<file path="config.mk">
export PLATFORM = sky130hd
export DESIGN_NAME = booth_arbiter
export DESIGN_NICKNAME = d
export VERILOG_FILES = /design/src/rtl/booth_arbiter.sv
export SDC_FILE = /design/constraint.sdc
export NUM_CORES = 1
export LEC_CHECK = 0
export ABC_CLOCK_PERIOD_IN_PS = 6270
export BUFFER_PORTS_ARGS = -buffer_cell sky130_fd_sc_hd__buf_2
export CAP_MARGIN = 20
export CORE_ASPECT_RATIO = 0.7
export CORE_UTILIZATION = 51
export CTS_CLUSTER_SIZE = 8
export DETAILED_ROUTE_END_ITERATION = 10
export MAX_ROUTING_LAYER = met4
export PLACE_DENSITY_LB_ADDON = 0.15
export SYNTH_ARGS = -nofsm -noshare
export SYNTH_HDL_FRONTEND = slang
export SYNTH_SLANG_ARGS = --single-unit
</file>
<file path="constraint.sdc">
create_clock -name clk -period 6.27 [get_ports clk]
set_clock_uncertainty 0.1 [all_clocks]
set_input_delay 1.881 -clock clk [delete_from_list [all_inputs] [get_ports clk]]
set_output_delay 1.881 -clock clk [all_outputs]
set_load 0.01 [all_outputs]
</file>
<file path="src/rtl/booth_arbiter.sv">
// -----------------------------------------------------------------------------
// booth_arbiter
// Shares one interrupt-driven booth multiplier among N_REQ requesters. A
// round-robin choice is made in IDLE. The winner's operands are latched and
// the multiplier is started. The arbiter then waits for mul_irq, guarded by a
// watchdog. It acknowledges the interrupt, waits for the multiplier to go
// quiet, and then pulses done/err to the winner.
//
// Ports
//   clk            : single clock, rising edge
//   resetn         : synchronous active-low reset
//   req            : per-requester request level, held until its done pulse
//   op_a, op_b     : packed signed 16-bit operands, requester i in [16i+15:16i]
//   done           : one-cycle pulse to the served requester (one-hot or zero)
//   res            : signed 32-bit product, updated only with a done pulse
//   err            : pulses with done when the operation timed out (res = 0)
//   mul_start      : start to multiplier (high through START, WAIT, ACK)
//   mul_ack        : one-cycle interrupt acknowledge to multiplier
//   mul_a, mul_b   : latched operands to multiplier
//   mul_irq_enable : always 1 (the arbiter only uses interrupt mode)
//   mul_busy, mul_irq, mul_result : status and result from multiplier
// -----------------------------------------------------------------------------
module booth_arbiter #(
    parameter int N_REQ   = 4,
    parameter int TIMEOUT = 64
) (
    input  logic                 clk,
    input  logic                 resetn,
    input  logic [N_REQ-1:0]     req,
    input  logic [16*N_REQ-1:0]  op_a,
    input  logic [16*N_REQ-1:0]  op_b,
    output logic [N_REQ-1:0]     done,
    output logic [31:0]          res,
    output logic [N_REQ-1:0]     err,
    output logic                 mul_start,
    output logic                 mul_ack,
    output logic [15:0]          mul_a,
    output logic [15:0]          mul_b,
    output logic                 mul_irq_enable,
    input  logic                 mul_busy,
    input  logic                 mul_irq,
    input  logic [31:0]          mul_result
);

    localparam int GW  = 2;                      // grant index width for 4 requesters
    localparam int WDW = $clog2(TIMEOUT + 1);    // watchdog must be able to hold TIMEOUT

    localparam logic [2:0] S_IDLE    = 3'd0;
    localparam logic [2:0] S_START   = 3'd1;
    localparam logic [2:0] S_WAIT    = 3'd2;
    localparam logic [2:0] S_ACK     = 3'd3;
    localparam logic [2:0] S_RELEASE = 3'd4;
    localparam logic [2:0] S_DONE    = 3'd5;

    logic [2:0]       r_state;
    logic [GW-1:0]    r_grant;
    logic [GW-1:0]    r_last;
    logic [WDW-1:0]   r_wd;
    logic             r_timeout;
    logic [31:0]      r_prod;
    logic [N_REQ-1:0] r_done;
    logic [N_REQ-1:0] r_err;
    logic [31:0]      r_res;
    logic             r_mul_start;
    logic             r_mul_ack;
    logic [15:0]      r_mul_a;
    logic [15:0]      r_mul_b;
    logic             r_irq_en;

    logic             w_any;
    logic [GW-1:0]    w_win;
    logic [GW-1:0]    w_idx;

    // Round-robin pick: scan from last_grant+1 upward with wrap, first requester wins
    always_comb begin
        w_any = 1'b0;
        w_win = r_last;
        w_idx = r_last;
        for (int k = 1; k <= N_REQ; k++) begin
            w_idx = GW'((int'(r_last) + k) % N_REQ);
            if (!w_any && req[w_idx]) begin
                w_any = 1'b1;
                w_win = w_idx;
            end else begin
                w_win = w_win;
            end
        end
    end

    // Arbiter FSM, multiplier handshake, watchdog and registered outputs
    always_ff @(posedge clk) begin
        if (!resetn) begin
            r_state     <= S_IDLE;
            r_grant     <= {GW{1'b0}};
            r_last      <= GW'(N_REQ - 1);       // requester 0 is searched first
            r_wd        <= {WDW{1'b0}};
            r_timeout   <= 1'b0;
            r_prod      <= 32'd0;
            r_done      <= {N_REQ{1'b0}};
            r_err       <= {N_REQ{1'b0}};
            r_res       <= 32'd0;
            r_mul_start <= 1'b0;
            r_mul_ack   <= 1'b0;
            r_mul_a     <= 16'd0;
            r_mul_b     <= 16'd0;
            r_irq_en    <= 1'b1;
        end else begin
            r_irq_en <= 1'b1;
            // done/err are single-cycle pulses; only the RELEASE exit raises them
            r_done   <= {N_REQ{1'b0}};
            r_err    <= {N_REQ{1'b0}};
            case (r_state)
                S_IDLE: begin
                    if (w_any) begin
                        r_grant     <= w_win;
                        r_last      <= w_win;
                        r_mul_a     <= op_a[{w_win, 4'b0000} +: 16];
                        r_mul_b     <= op_b[{w_win, 4'b0000} +: 16];
                        r_mul_start <= 1'b1;
                        r_state     <= S_START;
                    end else begin
                        r_state <= S_IDLE;
                    end
                end
                S_START: begin
                    r_state <= S_WAIT;
                end
                S_WAIT: begin
                    // An interrupt in the last watchdog cycle still wins over the timeout
                    if (mul_irq) begin
                        r_mul_ack <= 1'b1;
                        r_state   <= S_ACK;
                    end else if (r_wd == WDW'(TIMEOUT - 1)) begin
                        r_wd        <= r_wd + 1'b1;
                        r_timeout   <= 1'b1;
                        r_mul_start <= 1'b0;
                        r_state     <= S_RELEASE;
                    end else begin
                        r_wd <= r_wd + 1'b1;
                    end
                end
                S_ACK: begin
                    // Product is held internally so res only changes together with done
                    r_prod      <= mul_result;
                    r_mul_ack   <= 1'b0;
                    r_mul_start <= 1'b0;
                    r_state     <= S_RELEASE;
                end
                S_RELEASE: begin
                    if (!mul_busy && !mul_irq) begin
                        r_done[r_grant] <= 1'b1;
                        r_err[r_grant]  <= r_timeout;
                        r_res           <= r_timeout ? 32'd0 : r_prod;
                        r_state         <= S_DONE;
                    end else begin
                        r_state <= S_RELEASE;
                    end
                end
                S_DONE: begin
                    r_timeout <= 1'b0;
                    r_wd      <= {WDW{1'b0}};
                    r_state   <= S_IDLE;
                end
                default: begin
                    r_state     <= S_IDLE;
                    r_mul_start <= 1'b0;
                    r_mul_ack   <= 1'b0;
                end
            endcase
        end
    end

    assign done           = r_done;
    assign err            = r_err;
    assign res            = r_res;
    assign mul_start      = r_mul_start;
    assign mul_ack        = r_mul_ack;
    assign mul_a          = r_mul_a;
    assign mul_b          = r_mul_b;
    assign mul_irq_enable = r_irq_en;

endmodule

</file>
==> flow_metrics.tcl <==
set metrics [dict create \
    path_depth 7 \
    totalNegativeSetupSlack_ns 0 \
    ys.warnings.count 0 \
    final-setup-viol-count 0 \
    timing.fmax_ghz 0.273 \
    hold_slack_ns 0.359 \
    cellLeakagePower_nw 3.26 \
    yosys_most_used_dff "dfxtp_1" \
    cp-start-kind "input port" \
    critical_path.slowest_cell "or4_4" \
    worst-slew-pin-transition_ns 0.742 \
    stdcell_area_um2 7150 \
    post-synth-top-count-cell "dfxtp_1" \
    post_cts_hold_buffer_count 0 \
    final.min_clock_period_ns 3.66 \
    grt_util_all_layers 0.307 \
    post_dr_vias_cell 5.98 \
    start_util 0.538 \
    worst_setup_hold_path_clk_slew_ns 0.06 \
    area.growth.synth_to_final_pct 33.6 \
    number_of_global_route_vias_before_repair 5222 \
    wl_per_cell_um 17.4 \
    p_sw_mw 0.787 \
    sequentialPowerShare 0.388 \
    die_area_um2 10900 \
    antenna_cells_inserted 0 \
    grt-ovfl-total 0 \
    cts_inserted_buffers 17 \
    cts.repair.resized 0 \
    grt_first_pass_wirelength_mm 25.8 \
    pin_count 243 \
    synth_top_area_share 0.453 \
    cp_max_fo 64 \
    syn-num-nets 775 \
    fillCellCount 781 \
    netlist_top_cells_area "dfxtp_1 45%, nand3_1 6.3%, nand2_1 5.5%" \
    total_via_count_in_the_routed_design 5744 \
    root_buffer "clkbuf_16" \
    nets 988 \
    average_cell_area_after_synthesis_um2 8.83 \
    firstDrtPassIters 5 \
    worst-path-buf-inv 2 \
    syn_area_um2 5350 \
    reg2reg_slack_ns 3.74 \
    synthCells 606 \
    synthDistinctLibCells 40 \
    cp.arrival_ns 3.84 \
    detail_route.wirelength_mm 16.7 \
    tritoncts "yes" \
    synth.largest_area_cell "dfxtp_1" \
    synth.ff_latch_count 121 \
    chipHeight_um 87.7 \
    antenna_left 0 \
    num_rows 30 \
    timing.hold.worst.class "flip-flop to flip-flop" \
    drive_gt1_frac 0.359 \
    async_flop_share 0 \
    timing_worst_setup_path_type "input port to flip-flop" \
    finalHoldViolCount 0 \
    max_cap_viols 0 \
    hold-path-cell-count 1 \
    worst_slew_margin_rel 0.505 \
    synth-edff-count 0 \
    timing_max_transition_violations_final 0 \
    clk-insertion-delay-late_ns 0.40 \
    p_sw_frac 0.328 \
    clock_tree.buffer_depth 2 \
    ir_worst_vdd_uv 242 \
    worst_setup_ep_type "flip-flop" \
    coreArea_um2 9950 \
    finish.cell_count_without_fillers 960 \
    pwr-share-clk 0.385 \
    outcome "finished, final reports clean" \
    grt_setup_unrepaired "false" \
    cell_internal_pwr_mw 1.61 \
    number_of_design_rule_violations_left_by_the_first_detailed_router_iteration 507 \
    htree_num_levels 4 \
    worst-r2r-cell-count 6 \
    synth.top_cells.by_count "121 x dfxtp_1, 78 x nand2_1, 67 x nand3_1" \
    critical_path_s_largest_stage_delay_ns 0.55 \
    total_instance_count_after_detailed_placement 927 \
    detailed_place_hpwl_mm 11.5 \
    fin_crit_sh 0.584 \
    cts.repair_timing.setup_buffer_count 0 \
    worst_path_dominant_cell_family "simple AND/OR/NAND/NOR gates" \
    antenna_violations_before_repair 0 \
    synth.yosys.seq_area_share 0.453 \
    grt_start_max_net_pins 65 \
    tritoncts_num_sinks 121 \
    portBuffers 241 \
    gp_congestion 0.861 \
    dpl_cell_area_um2 6550 \
    power.density_cell_area_nw_per_um2 335 \
    die_width_um 124 \
    worstPathCellList "buf_2, or4_4, and3b_1, and4bb_2, buf_4, a32oi_1, nand3_1" \
    power_frac_comb 0.227 \
    crit_required_ns 6.45 \
    post-route-drc-count 0 \
    final_core_util 0.718 \
]
==> final timing paths <==
kind,to,from
worst max-delay path,mul_a[7],req[1]
worst min-delay path,res[11],r_prod[11]
worst max register to register,res[20],r_state[2]
worst min register to register,res[11],r_prod[11]
==> state kept, by name (all words and copies together), names as in the netlist, 2 cells and up <==
register and cells:
r_prod 32, r_grant 2, done 4, res 32
r_wd 7, r_state 3, mul_b 16, r_last 2
err 4, mul_a 16
==> cell families after synthesis <==
| group | count (synthesis) | share of synthesized area |
|---|---|---|
| AND/OR/NAND/NOR | 225 | 0.206 |
| multiplexers | 3 | 0.00561 |
| adder cells (fa/ha/maj) | 1 | 0.00234 |
| XOR/XNOR | 6 | 0.00982 |
| other | 1 | 0.000701 |
| AO/OA/AOI/OAI | 184 | 0.266 |
| buffers and inverters | 65 | 0.0571 |
| flip-flops | 121 | 0.453 |
==> layout by cell type, fill, tap and decap left out, types with 5 or more instances in the layout <==
cell	instances
a22o_1	32
nand3_1	67
a21boi_0	33
o31ai_1	32
a32oi_1	32
nand2b_1	5
nand4_1	33
dfxtp_1	121
o21ai_0	9
nand2_1	78
inv_6	5
buf_4	14
clkbuf_16	17
nor3_1	6
nor2_1	18
buf_2	241
a21o_1	34
==> power groups by stage <==
stage,clock [mW],combinational [mW],sequential (mW)
6_report,0.922,0.545,0.929
5_1_grt,0.968,0.593,0.938
4_1_cts,0.933,0.535,0.927
3_5_place_dp,0,0.533,0.940
3_3_place_gp,0,0.518,0.940
2_1_floorplan,0,0.318,0.954
==> layout make-up <==
class / instances / area [µm²] / share of cell area
multi-input combinational: 420 / 2650 / 0.370
clock inverter: 14 / 129 / 0.0180
timing repair buffer: 256 / 1340 / 0.187
clock buffer: 18 / 439 / 0.0615
sequential: 121 / 2420 / 0.339
inverter: 3 / 11.3 / 0.00158
tap: 128 / 160 / 0.0224
==> metal layers <==
metal  track usage  part of all wire
met1         0.393              0.42
met2         0.480              0.47
met3        0.0733             0.092
met4         0.103             0.015
met5             -                 0
==> metrics by stage <==
stage	power [mW]	setup slack, ns
2_1_floorplan	1.27	2.64
3_3_place_gp	1.46	2.31
3_5_place_dp	1.47	2.22
4_1_cts	2.39	2.64
5_1_grt	2.50	2.47
6_report	2.40	2.61
==> worst reg2reg max path: stages, from the launching register on <==
cell	delay, ns
dfxtp_1	0.47
nand2b_1	0.14
nor4_1	0.42
nand2_1	0.24
nor2_2	0.58
buf_4	0.36
a22o_1	0.17
No activity file was read; power rests on OpenSTA's default activity.
